## config.mk

```make
export PLATFORM = sky130hd
export DESIGN_NAME = zigbee_chip_tx
export DESIGN_NICKNAME = d
export VERILOG_FILES = /design/src/rtl/zigbee_tx_pkg.sv /design/src/rtl/zigbee_chip_tx_rate_gen.sv /design/src/rtl/zigbee_chip_tx.sv
export SDC_FILE = /design/constraint.sdc
export NUM_CORES = 1
export LEC_CHECK = 0
export CAP_MARGIN = 10
export CORE_UTILIZATION = 54
export DETAILED_ROUTE_END_ITERATION = 8
export PLACE_DENSITY = 0.77
export SYNTH_ARGS = -nofsm -noshare
export SYNTH_HDL_FRONTEND = slang
export SYNTH_HIERARCHICAL = 1
export SYNTH_SLANG_ARGS = --single-unit
```

## constraint.sdc

```tcl
create_clock -name i_clk -period 3 [get_ports i_clk]
set_input_delay 0.75 -clock i_clk [delete_from_list [all_inputs] [get_ports i_clk]]
set_output_delay 0.75 -clock i_clk [all_outputs]
set_load 0.01 [all_outputs]
```

## src/rtl/zigbee_tx_pkg.sv

```systemverilog
// Shared definitions for the Zigbee chip transmitter: PN chip table,
// framing constants, FSM state type and a chip lookup helper.
package zigbee_tx_pkg;

  localparam int CHIPS_PER_SYM = 32;
  localparam int SYMS_PER_BYTE = 2;

  // Bit 31 of each entry is chip c0, the first chip on the wire.
  localparam logic [31:0] PN_TABLE [16] = '{
    32'hD9C3522E, 32'hED9C3522, 32'h2ED9C352, 32'h22ED9C35,
    32'h522ED9C3, 32'h3522ED9C, 32'hC3522ED9, 32'h9C3522ED,
    32'h8C96077B, 32'hB8C96077, 32'h7B8C9607, 32'h77B8C960,
    32'h077B8C96, 32'h6077B8C9, 32'h96077B8C, 32'hC96077B8
  };

  typedef enum logic {IDLE, SEND} tx_state_t;

  function automatic logic pn_chip(input logic [3:0] sym, input logic [4:0] idx);
    logic [31:0] w;
    w = PN_TABLE[sym];
    return w[~idx];
  endfunction

endpackage

```

## src/rtl/zigbee_chip_tx_rate_gen.sv

```systemverilog
// Chip period counter: counts 0..P-1 and flags the first and last cycle
// of each chip. A restart forces the next cycle to be a chip's first.
module chip_rate_gen #(
  parameter int NB_P_W = 6
) (
  input  logic              i_clk,
  input  logic              i_rst,
  input  logic [NB_P_W-1:0] i_period,
  input  logic              i_restart,
  output logic              o_chip_en,
  output logic              o_chip_last
);

  logic [NB_P_W-1:0] cnt_q, cnt_d;

  always_comb begin
    o_chip_en   = (cnt_q == '0);
    o_chip_last = (cnt_q == i_period - NB_P_W'(1));
    cnt_d       = (i_restart || o_chip_last) ? '0 : cnt_q + NB_P_W'(1);
  end

  always_ff @(posedge i_clk or negedge i_rst) begin
    if (!i_rst) cnt_q <= '0;
    else        cnt_q <= cnt_d;
  end

endmodule

```

## src/rtl/zigbee_chip_tx.sv

```systemverilog
// Zigbee transmit chip serializer: byte handshake with one holding slot,
// nibble-to-PN mapping and serial chip output at a programmable period.
module zigbee_chip_tx
  import zigbee_tx_pkg::*;
#(
  parameter int NB_P_W = 6,
  parameter int DATA_W = 8
) (
  input  logic              i_clk,
  input  logic              i_rst,
  input  logic [NB_P_W-1:0] i_nb_P,
  input  logic [DATA_W-1:0] i_data,
  input  logic              i_valid,
  output logic              o_ready,
  output logic              o_dir,
  output logic              o_chip_en,
  output logic              o_busy
);

  tx_state_t         state_q;
  logic [DATA_W-1:0] hold_q, act_q;
  logic              hold_full_q;
  logic [NB_P_W-1:0] period_q;
  logic [4:0]        chip_idx_q;
  logic              nib_q, dir_q, busy_q;

  logic              gen_chip_en, chip_last;
  logic              accept, byte_end, reload;
  logic [NB_P_W-1:0] p_clamped;
  logic [4:0]        next_idx;
  logic              next_nib;
  logic [3:0]        next_sym;

  always_comb begin
    accept    = i_valid && !hold_full_q;
    byte_end  = (state_q == SEND) && chip_last &&
                (chip_idx_q == 5'(CHIPS_PER_SYM - 1)) &&
                (nib_q == 1'(SYMS_PER_BYTE - 1));
    reload    = hold_full_q && ((state_q == IDLE) || byte_end);
    p_clamped = (i_nb_P < NB_P_W'(2)) ? NB_P_W'(2) : i_nb_P;
    next_idx  = chip_idx_q + 5'd1;
    next_nib  = nib_q ^ (chip_idx_q == 5'(CHIPS_PER_SYM - 1));
    next_sym  = next_nib ? act_q[7:4] : act_q[3:0];
  end

  chip_rate_gen #(.NB_P_W(NB_P_W)) u_rate (
    .i_clk      (i_clk),
    .i_rst      (i_rst),
    .i_period   (period_q),
    .i_restart  (reload),
    .o_chip_en  (gen_chip_en),
    .o_chip_last(chip_last)
  );

  // Accept and reload never coincide: reload needs hold_full, accept needs it clear.
  always_ff @(posedge i_clk or negedge i_rst) begin
    if (!i_rst) begin
      state_q     <= IDLE;
      hold_q      <= '0;
      hold_full_q <= 1'b0;
      act_q       <= '0;
      period_q    <= '0;
      chip_idx_q  <= '0;
      nib_q       <= 1'b0;
      dir_q       <= 1'b0;
      busy_q      <= 1'b0;
    end else begin
      if (accept) begin
        hold_q      <= i_data;
        hold_full_q <= 1'b1;
      end else if (reload) begin
        hold_full_q <= 1'b0;
      end

      if (reload) begin
        act_q      <= hold_q;
        period_q   <= p_clamped;
        chip_idx_q <= '0;
        nib_q      <= 1'b0;
        dir_q      <= pn_chip(hold_q[3:0], 5'd0);
        busy_q     <= 1'b1;
        state_q    <= SEND;
      end else if ((state_q == IDLE) || byte_end) begin
        state_q <= IDLE;
        dir_q   <= 1'b0;
        busy_q  <= 1'b0;
      end else if (chip_last) begin
        chip_idx_q <= next_idx;
        nib_q      <= next_nib;
        dir_q      <= pn_chip(next_sym, next_idx);
      end
    end
  end

  assign o_ready   = !hold_full_q;
  assign o_dir     = dir_q;
  assign o_busy    = busy_q;
  assign o_chip_en = busy_q & gen_chip_en;

endmodule
```

==> impl_metrics.py, run 1 <==
metrics = {
    "floorplanning": {
        "fp.dieArea_sq_um": 6040,
        "num_rows": 27,
        "core_sq_um": 5510,
        "dieHeight_microns": 77.7,
        "initial_core_util_pct": 56.2,
        "die_w_microns": 77.7,
        "ioPinCount": 21,
    },
    "setup_path": {
        "crit_path_end_kind": "flop",
        "path_buf_inv": 2,
        "reg2reg_from": "chip_idx_q[0]",
        "critPathTopFamily": "compound AO/OA/AOI/OAI gates",
        "path_common_cell": "mux2i_1",
        "critPathSlowestCell": "dfrtp_1",
        "path_max_fanout": 27,
        "worstPathRequired_ps": 3200,
        "path_depth": 12,
        "crit_chain": "ha_1 > and3_1 > ha_4 > xor2_4 > buf_6 > mux2i_1 > buf_4 > mux2i_1 > o221ai_1 > a31oi_1 > a211oi_1 > a311oi_1",
        "worstSetupPathType": "flop to flop",
        "critPathArrivalTime_ps": 3120,
        "max_stage_delay_ps": 390,
        "r2r_slack_ps": 80,
        "cp-start-kind": "flop",
        "r2r.worst_path.cells": 12,
        "rr_endpoint": "o_dir",
    },
    "sta": {
        "drv_slew": 0,
        "fin_crit_sh_pct": 97.4,
        "fmax_ghz": 0.342,
        "fin_skew_ps": 8.63,
        "hold_violations": 0,
        "worst_pin_slew_ps": 790,
        "slew_headroom_pct": 47.3,
        "finalSetupViolations": 0,
        "rsz0062_at_grt": "yes",
        "fin_crit_ps": 2920,
    },
    "synth": {
        "syn-num-nets": 395,
        "seq_area_frac_synth_pct": 29.9,
        "synth_top_cell_by_area": "dfrtp_1",
        "netlist_area_sq_um": 3100,
        "synth_flop_cell": "dfrtp_1",
        "synth.area.top_cells": "dfrtp_1 30%, nand2_1 6.8%, ha_1 5.3%",
        "synth-edff-count": 0,
        "synthDistinctLibCells": 56,
        "yosys.area.top_type_share_pct": 29.9,
        "ys_warn_count": 6,
        "avgSynthCellArea_sq_um": 8.48,
        "synthCells": 365,
        "synthTopCellsByCount": "56 x nand2_1, 37 x dfrtp_1, 23 x o21ai_0",
        "synth_seq_cells": 37,
        "async_flop_share_pct": 100,
        "synth.most_common_cell": "nand2_1",
    },
    "power": {
        "switchingPower_mw": 1.08,
        "p_total_mw": 2.51,
        "comb_power_share_pct": 52.8,
        "p_int_mw": 1.43,
        "worst_ir_drop_vdd_v": 0.000522,
        "power_density_nw_per_um2": 699,
        "p_leak_nw": 1.53,
        "sw_frac_of_total_pct": 43.0,
        "p_seq_share_pct": 33.2,
        "pwr-share-clk_pct": 14.0,
    },
    "route": {
        "avgViaCountPerCell": 6.03,
        "vias": 2820,
        "routedWlPerCell_microns": 16.0,
        "drtPass1Iterations": 5,
        "ant_nets": 0,
        "drt-total-wl_mm": 7.47,
        "drc": 0,
        "drt_iter0_drc": 215,
    },
    "global_route": {
        "grt_max_degree": 38,
        "met1_usage_pct": 36.6,
        "use_met3_pct": 3.76,
        "antenna_found_initial": 0,
        "grt.met2_usage_pct": 42.5,
        "grt_pass1_wl_mm": 12.7,
        "grt_busiest_layer": "met2",
        "overflow": 0,
        "grt_pass1_vias": 2721,
        "grt_usage_pct": 26.3,
    },
    "layout": {
        "final_area_sq_um": 3590,
        "syn_to_final_growth_pct": 16.1,
        "final_util_pct": 65.3,
        "drive_gt1_share_pct": 17.4,
        "n_fill_cell": 471,
        "diodes": 0,
        "nNetsFinal": 425,
    },
    "placement": {
        "port_buffers": 20,
        "placed_area_sq_um": 3420,
        "gp_congestion": 0.930,
        "dp.final_hpwl_mm": 5.35,
    },
    "hold_path": {
        "hold_path_end": "act_q[7]",
        "min_path_cells": 2,
        "hold_class": "flop to flop",
        "min_from": "hold_q[7]",
    },
    "cts": {
        "clock-sinks": 37,
        "insertion_delay_ps": 290,
        "ctsLongestPathBuffers": 2,
        "numCtsBuffers": 5,
        "clkTransAtPathRegs_ps": 80,
        "htree_levels": 2,
        "tritoncts": "built",
        "clockRootBuffer": "clkbuf_8",
    },
    "outcome": {
        "status": "finished, final reports clean",
    },
    "job": {
        "drv_cap": 0,
    },
}
-- cell usage in the layout, fill, tap and decap left out, drive strengths merged, types with 11 or more instances in the layout --
cell           synthesis  final
xor2                  16     16
ha                    13     13
xnor2                 11     11
inv                   14     15
nor2                  17     17
buf                    9     30
mux2i                 14     14
clkdlybuf4s50          0     19
nor3                  12     12
nand2                 57     57
dfrtp                 37     37
mux2                  14     14
a21oi                 13     13
o21ai                 24     24
-- how the worst max path moves through the flow --
stage / start / to / slack, ps
floorplan: chip_idx_q[1] / o_dir / 70
global placement: chip_idx_q[0] / o_dir / 80
detailed placement: chip_idx_q[0] / o_dir / -5
CTS: chip_idx_q[0] / o_dir / 20
global route: chip_idx_q[0] / o_dir / -40
finish: chip_idx_q[0] / o_dir / 80
-- layer usage --
layer,routed length (microns),up-vias
li1,-,1366
met1,3420,1338
met2,3560,104
met3,427,12
met4,62,0
met5,0,-
-- tightest hold or removal path, stage by stage, from the launching register on --
cell and delay, ps:
dfrtp_1 350, nand2_1 50, nand2_1 50
-- stage by stage --
step | hold slack [ps] | setup TNS [ps] | setup slack, ps | std cells
6_report | 472 | 0 | 76.5 | 468
5_1_grt | 502 | -40.5 | -40.5 | 468
4_1_cts | 472 | 0 | 24.3 | 467
3_5_place_dp | 453 | -5.36 | -5.36 | 456
3_3_place_gp | 447 | 0 | 77.6 | 456
2_1_floorplan | 435 | 0 | 71.0 | 365
-- cells by family (layout without fill, tap and decap cells) --
| family | after synthesis | count (layout) | synth area share (%) |
|---|---|---|---|
| AOI/OAI and AO/OA | 84 | 84 | 18.9 |
| xor gates and xnor gates | 27 | 27 | 7.88 |
| adders and majority gates | 13 | 13 | 5.25 |
| buffers and inverters | 40 | 71 | 6.83 |
| DFF | 37 | 37 | 29.9 |
| muxes | 28 | 28 | 9.74 |
| and+or+nand+nor | 136 | 136 | 21.5 |
-- state kept, by name (all words and copies together), names as in the netlist --
signal        count
hold_q            8
u_rate/cnt_q      6
hold_full_q       1
o_busy            1
nib_q             1
act_q             8
period_q          6
chip_idx_q        5
o_dir             1
-- power groups by stage --
| stage | clock (mW) | sequential [mW] | combinational (mW) |
|---|---|---|---|
| 6_report | 0.352 | 0.835 | 1.33 |
| 5_1_grt | 0.377 | 0.861 | 1.45 |
| 4_1_cts | 0.358 | 0.832 | 1.30 |
| 3_5_place_dp | 0 | 0.841 | 1.28 |
| 3_3_place_gp | 0 | 0.835 | 1.24 |
| 2_1_floorplan | 0 | 0.781 | 0.996 |
-- repair_timing --
| action | in CTS | in global routing |
|---|---|---|
| setup endpoints to repair | 1 | 6 |
| buffers inserted | 3 | 1 |
| pin swaps | 0 | 2 |
| hold buffers | 0 | 0 |
| resized for setup | 3 | 11 |
| cloned | 0 | 0 |
-- area by class of cell --
type | instances | area [sq um] | share of cell area, %
Multi-Input combinational cell | 288 | 2020 | 56.1
Sequential cell | 37 | 926 | 25.8
Timing Repair Buffer | 49 | 417 | 11.6
Tap cell | 72 | 90.1 | 2.51
Clock buffer | 5 | 68.8 | 1.91
Inverter | 14 | 55.1 | 1.53
Clock inverter | 3 | 21.3 | 0.592
Note: power is estimated with default switching activity, not from simulation.
==> run 2, diff against run 1 <==
--- a/config.mk
+++ b/config.mk
@@ -8,7 +8,7 @@
 export CAP_MARGIN = 10
 export CORE_UTILIZATION = 54
 export DETAILED_ROUTE_END_ITERATION = 8
-export PLACE_DENSITY = 0.77
+export PLACE_DENSITY_LB_ADDON = 0.08
 export SYNTH_ARGS = -nofsm -noshare
 export SYNTH_HDL_FRONTEND = slang
 export SYNTH_HIERARCHICAL = 1
==> run 2 against run 1 <==
  * The run now ends with setup timing left
  * Clock-buffer cell count is 1 higher
  * Via count is 0.21% lower
  * Global-route usage is 1.1 points higher
  * Non-clock buffer count is 9 higher
  * Critical path depth stayed put
  * Clock skew is 4.2 ps lower
  * Critical path type unchanged
  * Critical endpoint unchanged
  * Highest routed layer unchanged
==> impl_metrics.py, run 2 (same netlist as run 1, synthesis figures left out) <==
metrics = {
    "cts": {
        "ctsLongestPathBuffers": 2,
        "clockRootBuffer": "clkbuf_8",
        "insertion_delay_ps": 290,
        "clkTransAtPathRegs_ps": 70,
        "clock-sinks": 37,
        "tritoncts": "built",
        "numCtsBuffers": 5,
        "htree_levels": 2,
        "holdBufCountCts": 0,
    },
    "hold_path": {
        "hold_path_end": "act_q[7]",
        "min_from": "hold_q[7]",
        "min_path_cells": 2,
        "hold_class": "flop to flop",
    },
    "setup_path": {
        "path_buf_inv": 1,
        "path_common_cell": "ha_4",
        "max_stage_delay_ps": 380,
        "crit_chain": "ha_2 > and3_4 > ha_4 > xor2_4 > buf_6 > mux2_4 > ha_4 > o221ai_1 > mux2i_1 > a31oi_1 > a211oi_1 > a311oi_1",
        "r2r_slack_ps": -20,
        "rr_endpoint": "o_dir",
        "r2r.worst_path.cells": 12,
        "reg2reg_from": "chip_idx_q[0]",
        "path_max_fanout": 7,
        "worstSetupPathType": "flop to flop",
        "critPathArrivalTime_ps": 3180,
        "cp-start-kind": "flop",
        "critPathTopFamily": "compound AO/OA/AOI/OAI gates",
        "critPathSlowestCell": "dfrtp_1",
        "crit_path_end_kind": "flop",
        "worstPathRequired_ps": 3160,
    },
    "placement": {
        "port_buffers": 20,
        "dp.final_hpwl_mm": 5.47,
        "gp_congestion": 0.947,
        "placed_area_sq_um": 3480,
        "place_inst": 463,
    },
    "floorplanning": {
        "ioPinCount": 21,
        "core_sq_um": 5510,
        "dieHeight_microns": 77.7,
        "num_rows": 27,
        "fp.dieArea_sq_um": 6040,
        "initial_core_util_pct": 56.2,
        "die_w_microns": 77.7,
    },
    "power": {
        "p_seq_share_pct": 31.0,
        "power_density_nw_per_um2": 713,
        "worst_ir_drop_vdd_v": 0.000735,
        "p_leak_nw": 1.59,
        "sw_frac_of_total_pct": 41.2,
        "p_int_mw": 1.58,
        "switchingPower_mw": 1.10,
        "pwr-share-clk_pct": 16.9,
        "comb_power_share_pct": 52.2,
    },
    "global_route": {
        "grt_pass1_vias": 2724,
        "grt_max_degree": 38,
        "grt_pass1_wl_mm": 13.0,
        "overflow": 0,
        "grt_usage_pct": 27.3,
        "antenna_found_initial": 0,
    },
    "layout": {
        "multi_input_area_sq_um": 2090,
        "diodes": 0,
        "syn_to_final_growth_pct": 21.5,
        "regArea_sq_um": 926,
        "largest_registers": "act_q (8), hold_q (8)",
        "stdcell_count": 477,
        "final_common_cell": "nand2_1",
        "final_area_sq_um": 3760,
        "final_cell_mix": "56 x nand2_1, 37 x dfrtp_1, 37 x buf_4",
        "drive_gt1_share_pct": 21.2,
        "n_fill_cell": 449,
        "nNetsFinal": 434,
        "final_util_pct": 68.3,
    },
    "sta": {
        "fin_ws_ps": -16.0,
        "fin_skew_ps": 4.43,
        "fmax_ghz": 0.332,
        "fin_crit_sh_pct": 101,
        "fin_hold_ws_ps": 467,
        "worst_pin_slew_ps": 806,
        "fin_crit_ps": 3020,
        "finalSetupViolations": 1,
        "rsz0062_at_grt": "yes",
        "setup_tns_ps": -16.0,
        "drv_slew": 0,
        "hold_violations": 0,
        "slew_headroom_pct": 46.3,
    },
    "outcome": {
        "violations": "setup timing",
        "status": "complete, but fails checks",
    },
    "route": {
        "drt_iter0_drc": 248,
        "avgViaCountPerCell": 5.90,
        "vias": 2814,
        "ant_nets": 0,
        "drt-total-wl_mm": 7.81,
        "drtPass1Iterations": 5,
        "routedWlPerCell_microns": 16.4,
        "drc": 0,
    },
    "job": {
        "drv_cap": 0,
    },
}
run 2: power groups by stage:
stage	sequential [mW]	clock (mW)	combinational, mW
finish	0.831	0.453	1.40
CTS	0.830	0.466	1.31
floorplan	0.781	0	0.996
global placement	0.835	0	1.27
global route	0.857	0.484	1.54
detailed placement	0.839	0	1.30
run 2: final cells by class:
| class | instances | area share, % |
|---|---|---|
| Clock buffer | 6 | 2.19 |
| Clock inverter | 2 | 0.998 |
| Inverter | 14 | 1.46 |
| Multi-Input combinational cell | 288 | 55.5 |
| Sequential cell | 37 | 24.6 |
| Tap cell | 72 | 2.39 |
| Timing Repair Buffer | 58 | 12.9 |
run 2: stage by stage:
step           total power [mW]  worst slack (ps)
5_1_grt                    2.89             -89.9
6_report                   2.68             -16.0
3_5_place_dp               2.14              -135
4_1_cts                    2.60              3.45
3_3_place_gp               2.11              1.02
2_1_floorplan              1.78              71.0
run 2: worst max path at each step:
stage | startpoint | end | slack, ps | cells past startpoint
6_report | chip_idx_q[0] | o_dir | -20 | 12
5_1_grt | chip_idx_q[1] | o_dir | -90 | 12
4_1_cts | chip_idx_q[0] | o_dir | 3 | 13
3_5_place_dp | chip_idx_q[0] | o_dir | -130 | 11
3_3_place_gp | chip_idx_q[0] | o_dir | 1 | 12
2_1_floorplan | chip_idx_q[1] | o_dir | 70 | 12
run 2: timing repair:
item	4_1_cts	5_1_grt
setup endpoints to repair	1	1
pin swaps	1	6
gates cloned	0	0
buffers inserted	1	5
resized for setup	2	24
run 2: layer usage:
metal / up-vias / GRT usage [%] / wire length (microns)
li1: 1384 / - / -
met1: 1310 / 36.9 / 3570
met2: 97 / 43.6 / 3730
met3: 23 / 4.71 / 338
met4: 0 / 10.4 / 173
met5: - / 0 / 0
run 2: worst reg2reg max path, stage by stage (launching register included):
cell and delay (ps):
dfrtp_1 380, ha_2 190, and3_4 150, ha_4 170
xor2_4 180, buf_6 140, mux2_4 360, ha_4 300
o221ai_1 260, mux2i_1 260, a31oi_1 130, a211oi_1 270
a311oi_1 80
==> run 3, diff against run 2 <==
--- a/config.mk
+++ b/config.mk
@@ -8,7 +8,9 @@
 export CAP_MARGIN = 10
 export CORE_UTILIZATION = 54
 export DETAILED_ROUTE_END_ITERATION = 8
+export GPL_TIMING_DRIVEN = 0
 export PLACE_DENSITY_LB_ADDON = 0.08
+export SKIP_CTS_REPAIR_TIMING = 1
 export SYNTH_ARGS = -nofsm -noshare
 export SYNTH_HDL_FRONTEND = slang
 export SYNTH_HIERARCHICAL = 1
==> constraint.sdc (replaced) <==
create_clock -name i_clk -period 3 [get_ports i_clk]
set_input_delay 0.9 -clock i_clk [delete_from_list [all_inputs] [get_ports i_clk]]
set_output_delay 0.9 -clock i_clk [all_outputs]
set_load 0.01 [all_outputs]
==> run 3 against run 2 <==
  * Via count grew 4.5%
  * Largest cell class unchanged
  * Global-route usage fell by 0.48 points
  * Final cell count grew 1.7%
  * Critical path type unchanged
  * The flow still finishes with violations (setup timing)
  * Clock skew shrank 1.5 ps
==> impl_metrics.py, run 3 (same netlist as run 1, synthesis figures left out) <==
metrics = {
    "setup_path": {
        "path_buf_inv": 2,
        "crit_path_end_kind": "flop",
        "path_common_cell": "ha_4",
        "worstSetupPathType": "flop to flop",
        "r2r_slack_ps": -100,
        "path_max_fanout": 7,
        "crit_chain": "ha_4 > and3_4 > ha_4 > xor2_4 > buf_8 > mux2_4 > ha_4 > inv_1 > o21ai_1 > a2111oi_2 > o31ai_1 > a311oi_1",
        "max_stage_delay_ps": 480,
        "critPathSlowestCell": "a2111oi_2",
        "cp-start-kind": "flop",
        "critPathTopFamily": "compound AO/OA/AOI/OAI gates",
        "worstPathRequired_ps": 3180,
        "r2r.worst_path.cells": 12,
        "reg2reg_from": "chip_idx_q[1]",
        "critPathArrivalTime_ps": 3280,
        "rr_endpoint": "o_dir",
    },
    "global_route": {
        "grt_pass1_wl_mm": 12.8,
        "grt_max_degree": 38,
        "grt_pass1_vias": 2659,
        "grt_usage_pct": 26.9,
        "overflow": 0,
        "antenna_found_initial": 0,
    },
    "floorplanning": {
        "fp.dieArea_sq_um": 6040,
        "die_w_microns": 77.7,
        "ioPinCount": 21,
        "initial_core_util_pct": 56.2,
        "num_rows": 27,
        "core_sq_um": 5510,
        "dieHeight_microns": 77.7,
    },
    "power": {
        "power_density_nw_per_um2": 710,
        "p_leak_nw": 1.58,
        "worst_ir_drop_vdd_v": 0.000522,
    },
    "layout": {
        "final_util_pct": 68.4,
        "diodes": 0,
        "syn_to_final_growth_pct": 21.6,
        "regArea_sq_um": 927,
        "final_cell_mix": "54 x nand2_1, 36 x dfrtp_1, 24 x buf_4",
        "final_common_cell": "nand2_1",
        "n_fill_cell": 484,
        "nNetsFinal": 442,
        "multi_input_area_sq_um": 2080,
        "drive_gt1_share_pct": 19.4,
        "largest_registers": "act_q (8), hold_q (8)",
        "final_area_sq_um": 3760,
    },
    "cts": {
        "ctsLongestPathBuffers": 2,
        "clockRootBuffer": "clkbuf_8",
        "tritoncts": "built",
        "numCtsBuffers": 5,
        "clkTransAtPathRegs_ps": 70,
        "clock-sinks": 37,
        "htree_levels": 2,
        "insertion_delay_ps": 280,
    },
    "placement": {
        "port_buffers": 20,
        "dp.final_hpwl_mm": 5.41,
        "gp_congestion": 0.927,
        "placed_area_sq_um": 3400,
        "place_ws_ps": -419,
    },
    "job": {
        "drv_cap": 0,
    },
    "route": {
        "drtPass1Iterations": 5,
        "vias": 2940,
        "routedWlPerCell_microns": 16.2,
        "avgViaCountPerCell": 6.06,
        "drt-total-wl_mm": 7.86,
        "ant_nets": 0,
        "drc": 0,
        "drt_iter0_drc": 269,
    },
    "sta": {
        "finalSetupViolations": 1,
        "fmax_ghz": 0.323,
        "rsz0062_at_grt": "yes",
        "worst_pin_slew_ps": 815,
        "fin_ws_ps": -95.1,
        "fin_skew_ps": 2.92,
        "drv_slew": 0,
        "slew_headroom_pct": 45.7,
        "fin_crit_sh_pct": 103,
        "fin_crit_ps": 3100,
        "hold_violations": 0,
    },
    "outcome": {
        "violations": "setup timing",
        "status": "complete, but fails checks",
    },
    "hold_path": {
        "hold_path_end": "act_q[7]",
        "min_path_cells": 2,
        "hold_class": "flop to flop",
        "min_from": "hold_q[7]",
    },
}
run 3: how the worst max path moves through the flow:
| stage | startpoint | to | slack [ps] | cells after the start |
|---|---|---|---|---|
| 2_1_floorplan | chip_idx_q[1] | o_dir | 70 | 12 |
| 3_5_place_dp | period_q[0] | u_rate/cnt_q[1] | -420 | 13 |
| 6_report | chip_idx_q[1] | o_dir | -100 | 12 |
| 3_3_place_gp | chip_idx_q[1] | o_dir | -390 | 12 |
| 4_1_cts | period_q[0] | u_rate/cnt_q[1] | -440 | 13 |
| 5_1_grt | chip_idx_q[1] | o_dir | -210 | 12 |
run 3: area by class of cell:
class	count	area share, %
flip-flops and latches	37	24.6
clock buffers	7	2.56
well taps	72	2.39
plain buffers	26	4.49
repair buffers	40	9.17
multi-input cells	288	55.2
clock inverters	1	0.133
inverters	14	1.46
run 3: worst reg2reg max path: cells and delay by family (launching register included):
family	cells	cell delay [ps]
simple gates	1	150
flops	1	440
fa+ha+maj	3	650
xor+xnor	1	200
mux	1	370
compound gates	4	940
buf+inv	2	250
run 3: power by group:
group	total (mW)	internal, mW	switching [mW]
Clock	0.376	0.208	0.169
Combinational	1.47	0.670	0.804
Sequential	0.823	0.657	0.166
Total	2.67	1.53	1.14
run 3: stage by stage:
| stage | power (mW) | setup TNS, ps | hold WS (ps) | cells |
|---|---|---|---|---|
| floorplan | 1.78 | 0 | 435 | 365 |
| global placement | 2.08 | -5060 | 446 | 457 |
| detailed placement | 2.11 | -6210 | 450 | 457 |
| CTS | 2.50 | -6860 | 468 | 465 |
| global route | 2.87 | -229 | 497 | 485 |
| finish | 2.67 | -95.1 | 465 | 485 |
run 3: metal layers:
metal  global-route usage (%)  part of all wire [%]
met5                        0                     0
met4                     13.2                   4.0
met1                     36.0                    44
met2                     43.0                    47
met3                     2.94                   4.7
